--- src/rtl/hilo_pkg.sv ---
// Shared encodings for the E-stage HI/LO controller: op classes, mul/div unit
// op codes and controller FSM states.
package hilo_pkg;

  localparam logic [3:0] OP_NONE  = 4'd0;
  localparam logic [3:0] OP_MULT  = 4'd1;
  localparam logic [3:0] OP_MULTU = 4'd2;
  localparam logic [3:0] OP_DIV   = 4'd3;
  localparam logic [3:0] OP_DIVU  = 4'd4;
  localparam logic [3:0] OP_MFHI  = 4'd5;
  localparam logic [3:0] OP_MFLO  = 4'd6;
  localparam logic [3:0] OP_MTHI  = 4'd7;
  localparam logic [3:0] OP_MTLO  = 4'd8;

  // Must match the op codes understood by the mul/div unit.
  localparam logic [1:0] MD_IDLE = 2'b00;
  localparam logic [1:0] MD_MUL  = 2'b01;
  localparam logic [1:0] MD_DIV  = 2'b10;

  typedef enum logic {
    ST_IDLE = 1'b0,
    ST_WAIT = 1'b1
  } state_e;

  function automatic logic [1:0] md_op_of(input logic [3:0] op);
    case (op)
      OP_MULT, OP_MULTU: md_op_of = MD_MUL;
      OP_DIV, OP_DIVU:   md_op_of = MD_DIV;
      default:           md_op_of = MD_IDLE;
    endcase
  endfunction

  function automatic logic is_md_op(input logic [3:0] op);
    is_md_op = (md_op_of(op) != MD_IDLE);
  endfunction

endpackage

--- src/rtl/hilo_ctrl.sv ---
// HI/LO register file and mul/div issue controller for the E stage: launches
// mult/div, captures the 64-bit result and serves mfhi/mflo/mthi/mtlo.
module hilo_ctrl
  import hilo_pkg::*;
(
  input  logic        clk,
  input  logic        reset,
  input  logic        e_valid,
  input  logic [3:0]  e_op,
  input  logic        e_kill,
  input  logic [31:0] e_rs,
  input  logic [31:0] e_rt,
  output logic        stall,
  output logic [31:0] rd_data,
  output logic        md_in_valid,
  input  logic        md_in_ready,
  output logic [1:0]  md_in_op,
  output logic        md_in_sign,
  output logic [31:0] md_src0,
  output logic [31:0] md_src1,
  input  logic        md_out_valid,
  output logic        md_out_ready,
  input  logic [31:0] md_res0,
  input  logic [31:0] md_res1
);

  state_e      state_q, state_d;
  logic [31:0] hi_q, hi_d;
  logic [31:0] lo_q, lo_d;

  logic live;
  logic is_md;
  logic is_hilo;

  assign md_src0 = e_rs;
  assign md_src1 = e_rt;

  always_comb begin
    live         = e_valid & ~e_kill & ~reset;
    is_md        = is_md_op(e_op);
    is_hilo      = (e_op != OP_NONE);
    md_in_sign   = (e_op == OP_MULT) | (e_op == OP_DIV);

    md_in_valid  = live & is_md & (state_q == ST_IDLE);
    md_in_op     = md_in_valid ? md_op_of(e_op) : MD_IDLE;
    md_out_ready = ~reset & (state_q == ST_WAIT);
    // Any HI/LO op waits out an in-flight result, so moves and reads never race the capture.
    stall        = live & is_hilo & ((state_q == ST_WAIT) | (is_md & ~md_in_ready));

    rd_data = '0;
    if (!reset) begin
      if (e_op == OP_MFHI) rd_data = hi_q;
      else if (e_op == OP_MFLO) rd_data = lo_q;
    end
  end

  always_comb begin
    state_d = state_q;
    hi_d    = hi_q;
    lo_d    = lo_q;
    case (state_q)
      ST_IDLE: begin
        if (md_in_valid && md_in_ready) state_d = ST_WAIT;
        if (live && !stall && e_op == OP_MTHI) hi_d = e_rs;
        if (live && !stall && e_op == OP_MTLO) lo_d = e_rs;
      end
      ST_WAIT: begin
        if (md_out_valid) begin
          hi_d    = md_res1;
          lo_d    = md_res0;
          state_d = ST_IDLE;
        end
      end
      default: state_d = ST_IDLE;
    endcase
  end

  always_ff @(posedge clk) begin
    if (reset) begin
      state_q <= ST_IDLE;
      hi_q    <= '0;
      lo_q    <= '0;
    end else begin
      state_q <= state_d;
      hi_q    <= hi_d;
      lo_q    <= lo_d;
    end
  end

endmodule

--- config.mk ---
export PLATFORM = sky130hd
export DESIGN_NAME = hilo_ctrl
export DESIGN_NICKNAME = d
export VERILOG_FILES = /design/src/rtl/hilo_pkg.sv /design/src/rtl/hilo_ctrl.sv
export SDC_FILE = /design/constraint.sdc
export NUM_CORES = 1
export LEC_CHECK = 0
export ABC_CLOCK_PERIOD_IN_PS = 3100
export CAP_MARGIN = 15
export CORE_MARGIN = 1
export CORE_UTILIZATION = 40
export DETAILED_ROUTE_END_ITERATION = 8
export GPL_ROUTABILITY_DRIVEN = 0
export GPL_TIMING_DRIVEN = 0
export PLACE_DENSITY = 0.81
export SLEW_MARGIN = 5
export SYNTH_ARGS = -nofsm -noshare
export SYNTH_HDL_FRONTEND = slang
export SYNTH_SLANG_ARGS = --single-unit
--- constraint.sdc ---
create_clock -name clk -period 3.1 [get_ports clk]
set_input_delay 0.93 -clock clk [delete_from_list [all_inputs] [get_ports clk]]
set_output_delay 0.93 -clock clk [all_outputs]
set_load 0.01 [all_outputs]
# ---- Word level (Yosys, flattened, before mapping)
# Index checks and enable logic that the tools add are counted.
dict set report word_totals {
  elab_cells 53
  regBits 65
  inputBits 138
  out_inout_bits 102
}
dict set report op_classes {
  mux 14
  n_reduce_logical 11
  bitwise 14
  n_eq_ne 11
}
# operator n
set op_table {}
lappend op_table {{$mux 32} 7}
lappend op_table {{$pmux 32 s2} 2}
lappend op_table {{$eq 4x3->1 const B} 4}
lappend op_table {{$and 1x1->1} 8}
lappend op_table {{$eq 4x2->1 const B} 2}
lappend op_table {{$eq 4x1->1 const B} 1}
lappend op_table {{$eq 4x4->1 const B} 1}
lappend op_table {{$logic_and 1x1->1} 4}
lappend op_table {{$ne 2x1->1 const B} 2}
lappend op_table {{$not 1->1} 4}
lappend op_table {{$pmux 2 s2} 1}
lappend op_table {{$reduce_and 2->1} 2}
lappend op_table {{$reduce_bool 4->1} 1}
lappend op_table {{$reduce_or 2->1} 2}
lappend op_table {{$mux 1} 2}
lappend op_table {{$mux 2} 1}
lappend op_table {{$ne 2x2->1 const B} 1}
lappend op_table {{$or 1x1->1} 2}
lappend op_table {{$pmux 1 s2} 1}
lappend op_table {{$reduce_bool 2->1} 1}
lappend op_table {{$logic_not 1->1} 1}

# ---- Logic depth before layout (Yosys ltp)
dict set report logic_depth {
  word_depth 12
  depth_mapped 6
  depth_no_buf 3
}

# ---- Worst setup path before layout
# Ideal clock, no wire load.
dict set report synth_path {
  kind {input to output}
  start {in e_op[0]}
  end {out rd_data[0]}
  cell_stages 6
  arrival_time_ns 2.106
  t_required_ns 2.170
  n_path_buf 3
  setup_slack_ns 0.064
  cell_sequence {buf_2 -> nor4bb_1 -> clkbuf_1 -> clkbuf_1 -> a22oi_1 -> nor2_1}
}
dict set report synth_between {
  elab_chain_len 4
  word_cells_on_any_way 5
  cone_classes {eq/ne (2); mux (3)}
}
# element line
set synth_rtl {}
lappend synth_rtl {{start: declaration} hilo_ctrl.sv:9} ;# input logic [3:0] e_op,
lappend synth_rtl {{$eq 4x3->1} hilo_ctrl.sv:53} ;# else if (e_op == OP_MFLO) rd_data = lo_q;
lappend synth_rtl {{$mux 32} hilo_ctrl.sv:53}
lappend synth_rtl {{$mux 32 *} hilo_ctrl.sv:52} ;# if (e_op == OP_MFHI) rd_data = hi_q;
lappend synth_rtl {{$mux 32 *} hilo_ctrl.sv:51} ;# if (!reset) begin
lappend synth_rtl {{end: declaration} hilo_ctrl.sv:14} ;# output logic [31:0] rd_data,
# Mark *: on every way between the ends. The rest lies on a longest branch, timed or not.

# ---- Final worst setup path
dict set report layout_path {
  start {in e_op[3]}
  end {out rd_data[21]}
}
# Same word-level chain as after synthesis.

==> flow_metrics.py <==
metrics = {
    "timing": {
        "finalMaxSlewViolations": 0,
        "hold_viol_final": 0,
        "timing.hold.ws_ns": 0.4618,
        "max_freq_mhz": 324.4,
        "fin_worst_skew_ns": 0.007951,
        "slew_headroom": 0.5114,
        "fin_ws_ns": 0.01715,
        "period_share": 0.9945,
        "finalSetupTns_ns": 0,
        "tightestPinTransition_ns": 0.7328,
        "setup_viol": 0,
        "rsz0062_at_grt": "yes",
        "finalCriticalPeriod_ns": 3.083,
    },
    "critical_path": {
        "crit_chain": "buf_8 > nor4bb_4 > buf_4 > buf_6 > clkbuf_16 > a22oi_1 > nor2_1 > buf_2",
        "cp.arrival_ns": 2.15,
        "cp.required_ns": 2.17,
        "startpoint_type": "input port",
        "worst_path_max_delay_cell": "nor4bb_4",
        "max_stage_delay_ns": 0.28,
        "path_delay_family": "buffers and inverters",
        "end_kind": "primary output",
        "cp_num_buf_inv": 5,
        "critical_path_class": "in2out",
        "crit_fanout": 8,
    },
    "logic_synthesis": {
        "ys_ff_latch": 65,
        "netlist_instances": 550,
        "syn-num-nets": 688,
        "synth_ff_type": "dfxtp_1",
        "yosysWarnings": 0,
        "synthTopCellsByArea": "dfxtp_1 (29%), buf_4 (11%), a21oi_1 (11%)",
        "syn_avg_cell_area_sq_um": 8.251,
        "yosysTopAreaCell": "dfxtp_1",
        "async_reset_ff_frac": 0,
        "ys_types": 32,
        "yosysSeqAreaShare": 0.2867,
        "synth_top_area_share": 0.2867,
        "synth_edf_count": 0,
        "syn-cell-area_sq_um": 4538,
    },
    "grt": {
        "overflow": 0,
        "grt_max_degree": 17,
        "grt_pass1_wl_mm": 26.39,
        "antenna_found_initial": 0,
        "grt_pass1_vias": 5285,
        "grt_usage": 0.2922,
    },
    "hold_path": {
        "min-delay-path-class": "reg2reg",
    },
    "die": {
        "die-width_um": 108.5,
        "core-area_sq_um": 10940,
        "ios": 240,
        "die_area_sq_um": 11780,
        "rows": 38,
        "fp.dieH_um": 108.5,
        "start_util": 0.4150,
    },
    "placement": {
        "dp.cells": 895,
        "dp_slack_ns": -1.273,
        "io_buffers": 205,
        "hpwl_mm": 12.70,
    },
    "clock_network": {
        "postCtsHoldBufs": 0,
        "cts-root-buf": "clkbuf_16",
        "clk_latency_ns": 0.34,
        "cts_tree": "built",
        "cts_sinks": 65,
        "cts_inserted_buffers": 9,
        "cts_buffer_depth": 2,
        "htreeDepth": 3,
        "path_clk_slew_ns": 0.06,
    },
    "route": {
        "routed_via_density": 5.891,
        "finalWirelength_mm": 17.75,
        "vias": 5408,
        "dr.pass1.iters": 5,
        "drc": 0,
        "drtIter0Drc": 461,
        "antenna_left": 0,
        "wl_per_cell_um": 19.34,
    },
    "final_layout": {
        "fillers": 894,
        "syn2layout_area_growth_pct": 58.20,
        "seq_area_sq_um": 1301,
        "multi_input_area_sq_um": 2489,
        "nets": 911,
        "n_antenna_cell": 0,
        "drive_gt1_frac": 0.2532,
        "final_cells": 918,
    },
    "pwr": {
        "p_leak_uw": 0.002635,
        "peakVddDrop_mv": 0.2313,
        "powerDensity_nw_per_um2": 355.0,
    },
    "run_status": {
        "status": "completed",
    },
    "job": {
        "cap_violations": 0,
    },
}
layer usage:
metal,vias up,track usage,share of wire
met5,-,0,0
met4,0,0.1371,0.039
met3,69,0.05967,0.10
met2,367,0.5023,0.48
met1,2518,0.3465,0.37
li1,2454,-,-
path summary, 6_finish.rpt:
path              depth (start not counted)                     to  slack (ns)                  start
setup / recovery                          8            rd_data[21]        0.02                e_op[3]
setup reg to reg                          5  hi_q[24]$_SDFFE_PP0P_        0.84     state_q$_SDFF_PP0_
hold reg to reg                           2  lo_q[14]$_SDFFE_PP0P_        0.46  lo_q[14]$_SDFFE_PP0P_
hold / removal                            2  lo_q[14]$_SDFFE_PP0P_        0.46  lo_q[14]$_SDFFE_PP0P_
cell type report:
cell class	count	share of cell area
tap	140	0.02440
inverter	2	0.001046
clock buffer	10	0.03329
clock inverter	6	0.01255
buffer	130	0.1232
timing repair buffer	217	0.2776
sequential	65	0.1812
multi-input combinational	348	0.3466
kinds of logic (layout without fill, tap and decap cells):
group | Yosys count | in the layout | synth area share
multiplexers | 1 | 1 | 0.002206
AND/OR/NAND/NOR | 86 | 86 | 0.1048
flip-flops | 65 | 65 | 0.2867
buffers and inverters | 137 | 365 | 0.1817
AO/OA/AOI/OAI | 259 | 259 | 0.4207
XOR/XNOR | 2 | 2 | 0.003861
cell usage in the layout, fill, tap and decap left out, types with 3 or more instances in the layout:
cell             count
clkbuf_8             5
nand2_1              3
a211oi_1            40
dfxtp_1             65
clkbuf_16           10
clkbuf_2             6
a22oi_1             23
buf_2               40
o31a_1              31
a22oi_2              9
buf_1                3
clkbuf_1            35
buf_4               75
a221oi_1            32
buf_8                3
a211oi_2            23
nor2_1              34
buf_6               12
a21oi_1             96
nor2b_1             33
clkdlybuf4s50_1    164
state kept, by name, indices dropped and copies added (netlist names):
signal,count
hi_q,32
lo_q,32
state_q,1
through the flow:
step                      utilization  instance area, sq um  total power, uW
final                          0.6565                  7179             2549
after floorplan                     -                  4538             1114
after CTS                      0.6526                  7137             2521
after global routing           0.6565                  7179             2602
after detailed placement       0.6187                  6765             1399
after global placement         0.6187                  6765             1390
synth_stat cells, types with 3 or more instances:
master / n
nor3_1: 3
nor2b_1: 33
nand2_1: 3
a22oi_1: 32
buf_1: 3
nor2_1: 35
a221oi_1: 32
a21oi_1: 96
buf_4: 65
dfxtp_1: 65
o31a_1: 31
a211oi_1: 40
clkbuf_1: 49
buf_6: 7
buf_2: 11
a211oi_2: 23
power by group:
group	internal [uW]	leakage, uW	switching, uW	total [uW]
combinational	318	0.00195	238	556
sequential	847	0.000524	7.33	854
clock	729	0.000159	410	1140
repair_timing:
| action | in CTS | in global routing |
|---|---|---|
| setup endpoints to repair | 38 | 37 |
| setup buffers | 10 | 1 |
| gates resized for setup | 191 | 27 |
| pin swaps | 5 | 6 |
| cloned | 1 | 0 |
worst register-to-register path: stages, from the launching register on:
cell and delay, ns:
dfxtp_1 0.39, buf_2 0.25, buf_2 0.42, clkbuf_1 0.62
a21oi_1 0.19, a211oi_1 0.30
Power figures use the tool's default switching activity.
